--- src/rtl/ysyx_25030081_exec_seq.sv ---
// Multi-cycle IF/EX/MEM/WB sequencer owning the core's single memory bus port.
// 3 cycles per ALU op, 6 per load/store on a zero-wait bus; stalls while request or response is not handshaked.
module ysyx_25030081_exec_seq #(
   parameter logic [31:0] RESET_PC = 32'h8000_0000,
   parameter int          ADDR_W   = 32
) (
   input  logic              clk,
   input  logic              rst_n,
   input  logic [ADDR_W-1:0] pc,
   output logic [31:0]       inst,
   input  logic              dec_reg_wen,
   input  logic              dec_mem_ren,
   input  logic              dec_mem_wen,
   input  logic [2:0]        dec_mem_op,
   input  logic [ADDR_W-1:0] lsu_addr,
   input  logic [31:0]       lsu_wdata,
   output logic              bus_req_valid,
   input  logic              bus_req_ready,
   output logic [ADDR_W-1:0] bus_req_addr,
   output logic              bus_req_wen,
   output logic [31:0]       bus_req_wdata,
   output logic [3:0]        bus_req_wmask,
   input  logic              bus_resp_valid,
   output logic              bus_resp_ready,
   input  logic [31:0]       bus_resp_rdata,
   input  logic              bus_resp_err,
   output logic              pc_wen,
   output logic              rf_wen,
   output logic [31:0]       load_data,
   output logic              commit,
   output logic              halt
);

   if (RESET_PC[1:0] != 2'b00) begin : g_bad_reset_pc
      $error("RESET_PC must be word aligned");
   end

   typedef enum logic [2:0] {
      S_IF_REQ, S_IF_WAIT, S_EX, S_MEM_REQ, S_MEM_WAIT, S_WB, S_ERR
   } state_t;

   state_t      state_q, state_d;
   logic [31:0] inst_q, inst_d;
   logic [31:0] load_data_q, load_data_d;

   logic              req_vld, resp_rdy, req_wen, pc_we, rf_we, cmt;
   logic [ADDR_W-1:0] req_addr;
   logic [31:0]       req_wdata;
   logic [3:0]        req_wmask;

   logic        is_mem, is_word, is_half, misaligned;
   logic [1:0]  mem_off;
   logic [31:0] st_wdata, rd_shift, ld_ext;
   logic [3:0]  st_wmask;
   logic        pc_lo_unused;

   assign pc_lo_unused = ^pc[1:0];

   assign is_mem     = dec_mem_ren | dec_mem_wen;
   assign mem_off    = lsu_addr[1:0];
   assign is_word    = dec_mem_op[1];
   assign is_half    = ~dec_mem_op[1] & dec_mem_op[0];
   assign misaligned = (is_word && mem_off != 2'b00) || (is_half && mem_off[0]);

   // Store lanes: data replicated to every lane, strobes pick the addressed bytes.
   always_comb begin
      st_wdata = {4{lsu_wdata[7:0]}};
      st_wmask = 4'b0001 << mem_off;
      if (is_word) begin
         st_wdata = lsu_wdata;
         st_wmask = 4'hF;
      end else if (is_half) begin
         st_wdata = {2{lsu_wdata[15:0]}};
         st_wmask = 4'b0011 << mem_off;
      end
   end

   // Halves are guaranteed even-aligned here, so one byte-granular shift serves both sizes.
   assign rd_shift = bus_resp_rdata >> {mem_off, 3'b000};

   always_comb begin
      ld_ext = dec_mem_op[2] ? {24'h0, rd_shift[7:0]} : {{24{rd_shift[7]}}, rd_shift[7:0]};
      if (is_word) begin
         ld_ext = bus_resp_rdata;
      end else if (is_half) begin
         ld_ext = dec_mem_op[2] ? {16'h0, rd_shift[15:0]} : {{16{rd_shift[15]}}, rd_shift[15:0]};
      end
   end

   always_comb begin
      state_d     = state_q;
      inst_d      = inst_q;
      load_data_d = load_data_q;
      req_vld     = 1'b0;
      resp_rdy    = 1'b0;
      req_wen     = 1'b0;
      req_addr    = '0;
      req_wdata   = 32'h0;
      req_wmask   = 4'h0;
      pc_we       = 1'b0;
      rf_we       = 1'b0;
      cmt         = 1'b0;
      case (state_q)
         S_IF_REQ: begin
            req_vld  = 1'b1;
            req_addr = {pc[ADDR_W-1:2], 2'b00};
            if (bus_req_ready) state_d = S_IF_WAIT;
         end
         S_IF_WAIT: begin
            resp_rdy = 1'b1;
            if (bus_resp_valid) begin
               if (bus_resp_err) begin
                  state_d = S_ERR;
               end else begin
                  inst_d  = bus_resp_rdata;
                  state_d = S_EX;
               end
            end
         end
         S_EX: begin
            if (is_mem) begin
               state_d = misaligned ? S_ERR : S_MEM_REQ;
            end else begin
               pc_we   = 1'b1;
               rf_we   = dec_reg_wen;
               cmt     = 1'b1;
               state_d = S_IF_REQ;
            end
         end
         S_MEM_REQ: begin
            req_vld  = 1'b1;
            req_addr = {lsu_addr[ADDR_W-1:2], 2'b00};
            req_wen  = dec_mem_wen;
            if (dec_mem_wen) begin
               req_wdata = st_wdata;
               req_wmask = st_wmask;
            end
            if (bus_req_ready) state_d = S_MEM_WAIT;
         end
         S_MEM_WAIT: begin
            resp_rdy = 1'b1;
            if (bus_resp_valid) begin
               if (bus_resp_err) begin
                  state_d = S_ERR;
               end else begin
                  if (dec_mem_ren) load_data_d = ld_ext;
                  state_d = S_WB;
               end
            end
         end
         S_WB: begin
            pc_we   = 1'b1;
            rf_we   = dec_reg_wen;
            cmt     = 1'b1;
            state_d = S_IF_REQ;
         end
         S_ERR: begin
            state_d = S_ERR;
         end
         default: begin
            state_d = S_ERR;
         end
      endcase
   end

   always_ff @(posedge clk or negedge rst_n) begin
      if (!rst_n) begin
         state_q     <= S_IF_REQ;
         inst_q      <= 32'h0000_0013;
         load_data_q <= 32'h0;
      end else begin
         state_q     <= state_d;
         inst_q      <= inst_d;
         load_data_q <= load_data_d;
      end
   end

   // State resets to IF_REQ, so handshake and strobes are also gated by rst_n itself.
   assign bus_req_valid  = req_vld & rst_n;
   assign bus_resp_ready = resp_rdy & rst_n;
   assign bus_req_addr   = req_addr;
   assign bus_req_wen    = req_wen;
   assign bus_req_wdata  = req_wdata;
   assign bus_req_wmask  = req_wmask;
   assign pc_wen         = pc_we & rst_n;
   assign rf_wen         = rf_we & rst_n;
   assign commit         = cmt & rst_n;
   assign halt           = (state_q == S_ERR);
   assign inst           = inst_q;
   assign load_data      = load_data_q;

endmodule

--- config.mk ---
export PLATFORM = sky130hd
export DESIGN_NAME = ysyx_25030081_exec_seq
export DESIGN_NICKNAME = d
export VERILOG_FILES = /design/src/rtl/ysyx_25030081_exec_seq.sv
export SDC_FILE = /design/constraint.sdc
export NUM_CORES = 1
export LEC_CHECK = 0
export CORE_UTILIZATION = 33
export DETAILED_ROUTE_END_ITERATION = 6
export PLACE_DENSITY = 0.78
export SYNTH_ARGS = -nofsm -noshare
export SYNTH_HDL_FRONTEND = slang
export SYNTH_SLANG_ARGS = --single-unit
--- constraint.sdc ---
create_clock -name clk -period 1.7 [get_ports clk]
set_input_delay 0.17 -clock clk [delete_from_list [all_inputs] [get_ports clk]]
set_output_delay 0.17 -clock clk [all_outputs]
set_load 0.01 [all_outputs]
==> results of run 1 <==
[cells in the final DEF, fill, tap and decap left out, drive strengths merged, types with 3 or more instances in the layout]
cell           synthesis  final
dfstp                  3      3
nor2                  44     44
a22oi                  6      6
inv                    5      5
and3                  11     11
clkbuf                26     13
o2bb2ai                4      4
clkinv                 1      3
a22o                  34     34
buf                   16    183
o21ai                 12     12
nand3                 33     33
a2bb2oi                7      7
nor2b                  4      4
o22ai                  8      8
a221oi                 3      3
nand2                 50     50
diode                  0      3
mux2                  32     32
clkdlybuf4s50          0    197
mux2i                 28     28
dfrtp                 64     64
a21oi                 27     27
[sequential cells by signal, summed over array words and instances, names as in the netlist]
name	flops
load_data	32
state_q	3
inst	32
[worst max-delay path by stage]
stage	startpoint	to	slack, ns
final	state_q[0]	load_data[22]	-0.28
after global routing	state_q[1]	load_data[26]	-0.31
after CTS	state_q[1]	bus_req_addr[11]	-0.22
after global placement	dec_mem_op[0]	bus_req_wdata[24]	-0.38
after detailed placement	dec_mem_op[0]	bus_req_wdata[24]	-0.40
after floorplan	state_q[1]	load_data[10]	0.01
[through the flow]
step                setup WS (ns)  power, mW  utilization (%)  cells
finish                    -0.2837      11.80            73.11    976
global route              -0.3130      12.29            73.09    975
CTS                       -0.2170      11.38            69.29    964
detailed placement        -0.4027      8.670            61.59    913
global placement          -0.3827      8.489            61.59    913
floorplan                 0.01450      5.148                -    446
[worst max-delay path, stage by stage, from the launching register on]
cell       delay [ns]
dfrtp_1          0.44
buf_6            0.17
nand4bb_4        0.20
buf_6            0.14
buf_6            0.12
nor3b_4          0.22
buf_6            0.17
o2111ai_4        0.18
clkbuf_16        0.23
nand3_2          0.05
[metal layers]
layer | wire length (um) | up-vias | global-route usage [%]
met2 | 12330 | 409 | 63.88
met1 | 8239 | 2721 | 38.76
met5 | 0 | - | 0
met4 | 1288 | 0 | 16.36
li1 | - | 2339 | -
met3 | 1827 | 93 | 6.935
[layout make-up]
type                            count  area [um^2]
Fill cell                         833         3257
Clock buffer                       11        232.7
Inverter                            6        22.52
Antenna cell                        3        7.507
Multi-Input combinational cell    331         2725
Clock inverter                      5        77.57
Timing Repair Buffer              385         3897
Sequential cell                    67         1682
Tap cell                          168        210.2
[power by group]
group,switching [mW],internal (mW),total [mW]
sequential,0.534,2.40,2.93
clock,0.699,1.28,1.98
combinational,2.98,3.91,6.89
[timing repair]
action,in CTS,in global routing
pin swaps,45,34
endpoints found under the setup margin,135,137
buffers inserted,23,15
cloned,12,2
gates resized for setup,390,109
hold buffers,1,0
hold endpoints to repair,3,0
[logic make-up (layout without fill, tap and decap cells)]
logic type,after synthesis,after routing,share of synthesized area (%)
AO/OA/AOI/OAI,114,114,20.39
buffers and inverters,48,407,5.429
AND/OR/NAND/NOR,152,152,17.16
multiplexers,61,61,15.99
XOR/XNOR,2,2,0.4224
flip-flops,67,67,40.51
other,1,5,0.09041
==> results.md, run 1 <==
* Placeable Area at 12110 um^2
* Synthesized area at 4148 um^2
* Final WL at 23690 um
* Pwr dens at 1333 nW/um^2
* Setup slack, reg-to-reg at -0.28 ns
* Final instance area at 8855 um^2
* Clk sinks at 67
* Drt drc at 0
* CTS root buffer: clkbuf_16
* Worst hold path type: primary input to asynchronous set/reset pin
* Worst-path maximum fanout at 8
* Layout cells sized above 1 at 39.50%
* # nets final at 939
* Final setup fails at 133
* IO Count at 278
* WL per Instance at 24.27 um
* EDFF count, synth at 0
* GR Overflow Total at 0
* Maxcap violations at 0
* Setup Skew at 0.002780 ns
* Critical R2R Launch: state_q[0]
* Commonest cells in the netlist: dfrtp_1 (64), nand2_1 (50), nor2_1 (44)
* Leakage at 4.018 nW
* Synth Area per Inst at 9.321 um^2
* Final worst path period share at 116.7%
* Yosys Warn Count at 0
* Tot GR Track Use at 34.91%
* Clock transition at path regs at 0.05 ns
* Register area share after synthesis at 40.51%
* Hold slack at 0.3191 ns
* H-tree depth at 3
* Placer congestion estimate at 0.9804
* CP startpoint kind: register
* Clock buffer depth at 2
* RSZ-0062 raised after global routing: true
* Number of global-route vias before repair at 5663
* Rel. slew slack at 43.87%
* Setup_tns at -20.54 ns
* Routed Antenna Nets at 0
* First-pass GRT wire length at 33530 um
* Port Buffers at 273
* Routed vias/inst at 5.699
* Slew @ Worst Pin at 0.8419 ns
* Die area at 13020 um^2
* Final Hold Viols at 0
* Cells after Synth at 445
* Clock buffer count from CTS at 9
* Die H at 114.1 um
* Worst EP arrival at 2.25 ns
* Peak VDD IR at 0.0006170 V
* Area contributors post-synth: dfrtp_1 (39%), mux2_2 (8.4%), a22o_1 (7.2%), mux2i_1 (6.8%), nand2_1 (4.5%)
* Async S/R FF share, synth at 100.0%
* DR pass1 iterations at 5
* Count leader, synth: dfrtp_1
* Crit end category: register
* Status: complete, but fails checks
* Post-synth top area share at 38.61%
* Failing checks: negative setup slack
* Synth area leader: dfrtp_1
* Synth unique cells at 48
* CTS tree: built
* Min Tclk post-route at 1.984 ns
* Pin count of the biggest net entering global routing at 65
* Setup Crit Path Kind: register to register
* Final Max Tran Viols at 0
* DR iter-0 viols at 476
* PnR worst setup slack at -0.2837 ns
* Row Count at 40
* Main synth FF type: dfrtp_1
* R2R Path End: load_data[22]
* Vias at 5562
* Placed cell areas at 7460 um^2
* Detailed Place HPWL at 15650 um
* Area delta synth->final at 113.5%
* R2R cell count at 9
* WP data required at 1.97 ns
* Seq cells post-synth at 67
* Die W at 114.1 um
* Starting Density at 34.25%
* Initial antenna violation count at 3
* Clock latency on the worst-skew pair at 0.33 ns
* Achievable Freq at 504.1 MHz
No activity file was read; power rests on OpenSTA's default activity.
==> run 2, diff against run 1 <==
- TNS_END_PERCENT: default -> 50
==> run 2 against run 1 <==
The flow still finishes with violations (negative setup slack). Combinational power fell by 7.7%. Hold slack improved by 0.015 ns. Critical path depth decreased by 3. Clock-buffer cell count shrank 1. Sequential cell count did not move. Sequential share of layout area increased by 2.0 points. Total power fell by 6.0%. Die area did not move. Critical path type is now register to output pin. Critical endpoint is now bus_req_addr[5]. Highest routed layer unchanged.
==> results.md, run 2 (synthesis gave the netlist of run 1 again) <==
* Failing checks: negative setup slack
* Die W at 114.1 um (unchanged)
* Worst hold path type: primary input to asynchronous set/reset pin
* Clock transition at path regs at 0.06 ns (about the same)
* Non-Filler Instances at 950 (-2.7%)
* Peak VDD IR at 0.0005694 V (-7.7%)
* Setup Crit Path Kind: register to output pin
* Final Hold Viols at 0 (unchanged)
* Clk sinks at 67 (unchanged)
* Commonest cells after routing, fill and taps aside: clkdlybuf4s50_1 (196), buf_4 (63), dfrtp_1 (61)
* WL per Instance at 21.66 um (-11%)
* Worst path max stage delay at 0.43 ns (about the same)
* CP startpoint kind: register
* Clock latency on the worst-skew pair at 0.34 ns (about the same)
* Placed insts at 912 (-0.11%)
* Layout cells sized above 1 at 33.55% (-6.0 points)
* CP Buf/Inv Count at 4 (-1)
* DR pass1 iterations at 5 (unchanged)
* Placeable Area at 12110 um^2 (unchanged)
* Clock buffer count from CTS at 9 (unchanged)
* Final Max Tran Viols at 0 (unchanged)
* Pwr dens at 1383 nW/um^2 (+3.8%)
* Worst EP arrival at 1.78 ns (-0.47 ns)
* PnR worst setup slack at -0.2519 ns (+0.03175 ns)
* Detailed Place HPWL at 15340 um (-2.0%)
* CTS root buffer: clkbuf_16
* GR Overflow Total at 0 (unchanged)
* Drt drc at 0 (unchanged)
* Rel. slew slack at 48.53% (+4.7 points)
* Slew @ Worst Pin at 0.7721 ns (-0.06980 ns)
* Pre-CTS WS at -0.5004 ns (-0.09770 ns)
* Most Frequent Cell on Critical Path: buf_6
* Setup Skew at 0.006182 ns (+0.003402 ns)
* First-pass GRT wire length at 29970 um (-11%)
* Vias at 5103 (-8.3%)
* Worst path cell trace: buf_6 -> nor3_4 -> buf_6 -> buf_16 -> a22o_1 -> buf_2
* Number of global-route vias before repair at 5176 (-8.6%)
* Worst-path maximum fanout at 8 (unchanged)
* Placed cell areas at 7440 um^2 (-0.27%)
* Commonest non-fill, non-tap cell in the layout: clkdlybuf4s50_1
* Met1 Wirelength at 7722 um (-6.3%)
* DR iter-0 viols at 280 (-41%)
* Status: complete, but fails checks
* Min Tclk post-route at 1.952 ns (-0.03175 ns)
* Final WL at 20580 um (-13%)
* Pin count of the biggest net entering global routing at 62 (-4.6%)
* Setup slack, reg-to-reg at -0.17 ns (+0.11 ns)
* Port Buffers at 273 (unchanged)
* Top delay family on crit path: buffers and inverters
* Routed Antenna Nets at 0 (unchanged)
* Die area at 13020 um^2 (unchanged)
* DR top layer: met4
* Clock buffer depth at 2 (unchanged)
* H-tree depth at 3 (unchanged)
* Final setup fails at 131 (-1.5%)
* WP data required at 1.53 ns (-0.44 ns)
* Leakage at 3.762 nW (-6.4%)
* RSZ-0062 raised after global routing: true
* Final worst path period share at 114.8% (-1.9 points)
* Initial antenna violation count at 1 (-2)
* Area delta synth->final at 93.45%
* Final instance area at 8024 um^2 (-9.4%)
* Crit-path slowest cell: dfrtp_2
* Starting Density at 34.25% (unchanged)
* Maxcap violations at 0 (unchanged)
* Tot GR Track Use at 30.95% (-4.0 points)
* Achievable Freq at 512.3 MHz (+1.6%)
* CTS tree: built
* Routed vias/inst at 5.372 (-5.7%)
* Row Count at 40 (unchanged)
* Die H at 114.1 um (unchanged)
* IO Count at 278 (unchanged)
* Crit end category: output pin
* # nets final at 915 (-2.6%)
* Met2 wire len at 10540 um (-15%)
* Placer congestion estimate at 0.9256 (-5.6%)
* WL met3 at 1537 um (-16%)
* Final Core Density at 66.25% (-6.9 points)
[run 2: per-stage QoR]
step	total power [mW]	TNS [ns]	hold WS [ns]
3_5_place_dp	8.615	-35.83	0.1243
6_report	11.10	-11.40	0.3342
5_1_grt	11.62	-17.55	0.3508
4_1_cts	10.90	-13.36	0.3077
3_3_place_gp	8.476	-32.50	0.1224
2_1_floorplan	5.147	-0.006212	-0.1256
[run 2: path summary, 6_finish.rpt]
check	startpoint	endpoint	cells past startpoint
max in group asynchronous	rst_n	load_data[22]	3
max	state_q[2]	bus_req_addr[5]	6
min	rst_n	inst[9]	3
min reg2reg	load_data[5]	load_data[5]	2
max reg2reg	state_q[0]	load_data[10]	5
min in group clk	dec_mem_op[1]	load_data[16]	4
[run 2: worst reg2reg max path, delay by kind of cell (launching register included)]
family	cells	cell delay, ns
simple gates	2	0.68
compound gates	2	0.45
buf+inv	1	0.15
flops	1	0.45
[run 2: area by class of cell]
type | count | area (um^2)
Fill cell | 954 | 4088
Timing Repair Buffer | 361 | 3353
Multi-Input combinational cell | 331 | 2459
Sequential cell | 67 | 1684
Clock buffer | 10 | 229.0
Tap cell | 168 | 210.2
Clock inverter | 6 | 63.81
Inverter | 6 | 22.52
Antenna cell | 1 | 2.502
[run 2: layer usage]
metal,vias to the layer above,track usage [%]
met5,-,0
li1,2279,-
met1,2473,35.70
met2,296,56.08
met3,55,5.717
met4,0,12.99
[run 2: repair_timing]
action / in CTS / in global routing
setup endpoints to repair: 105 / 135
setup buffers: 9 / 6
cloned: 4 / 3
pin swaps: 26 / 9
resized for setup: 283 / 94
hold buffers: 1 / 0
endpoints found under the hold margin: 6 / 0
[run 2: where the power goes]
group / switching [mW] / internal, mW / leakage [nW]
logic: 2.70 / 3.66 / 2.80
clock network: 0.717 / 1.13 / 0.139
registers: 0.486 / 2.40 / 0.826
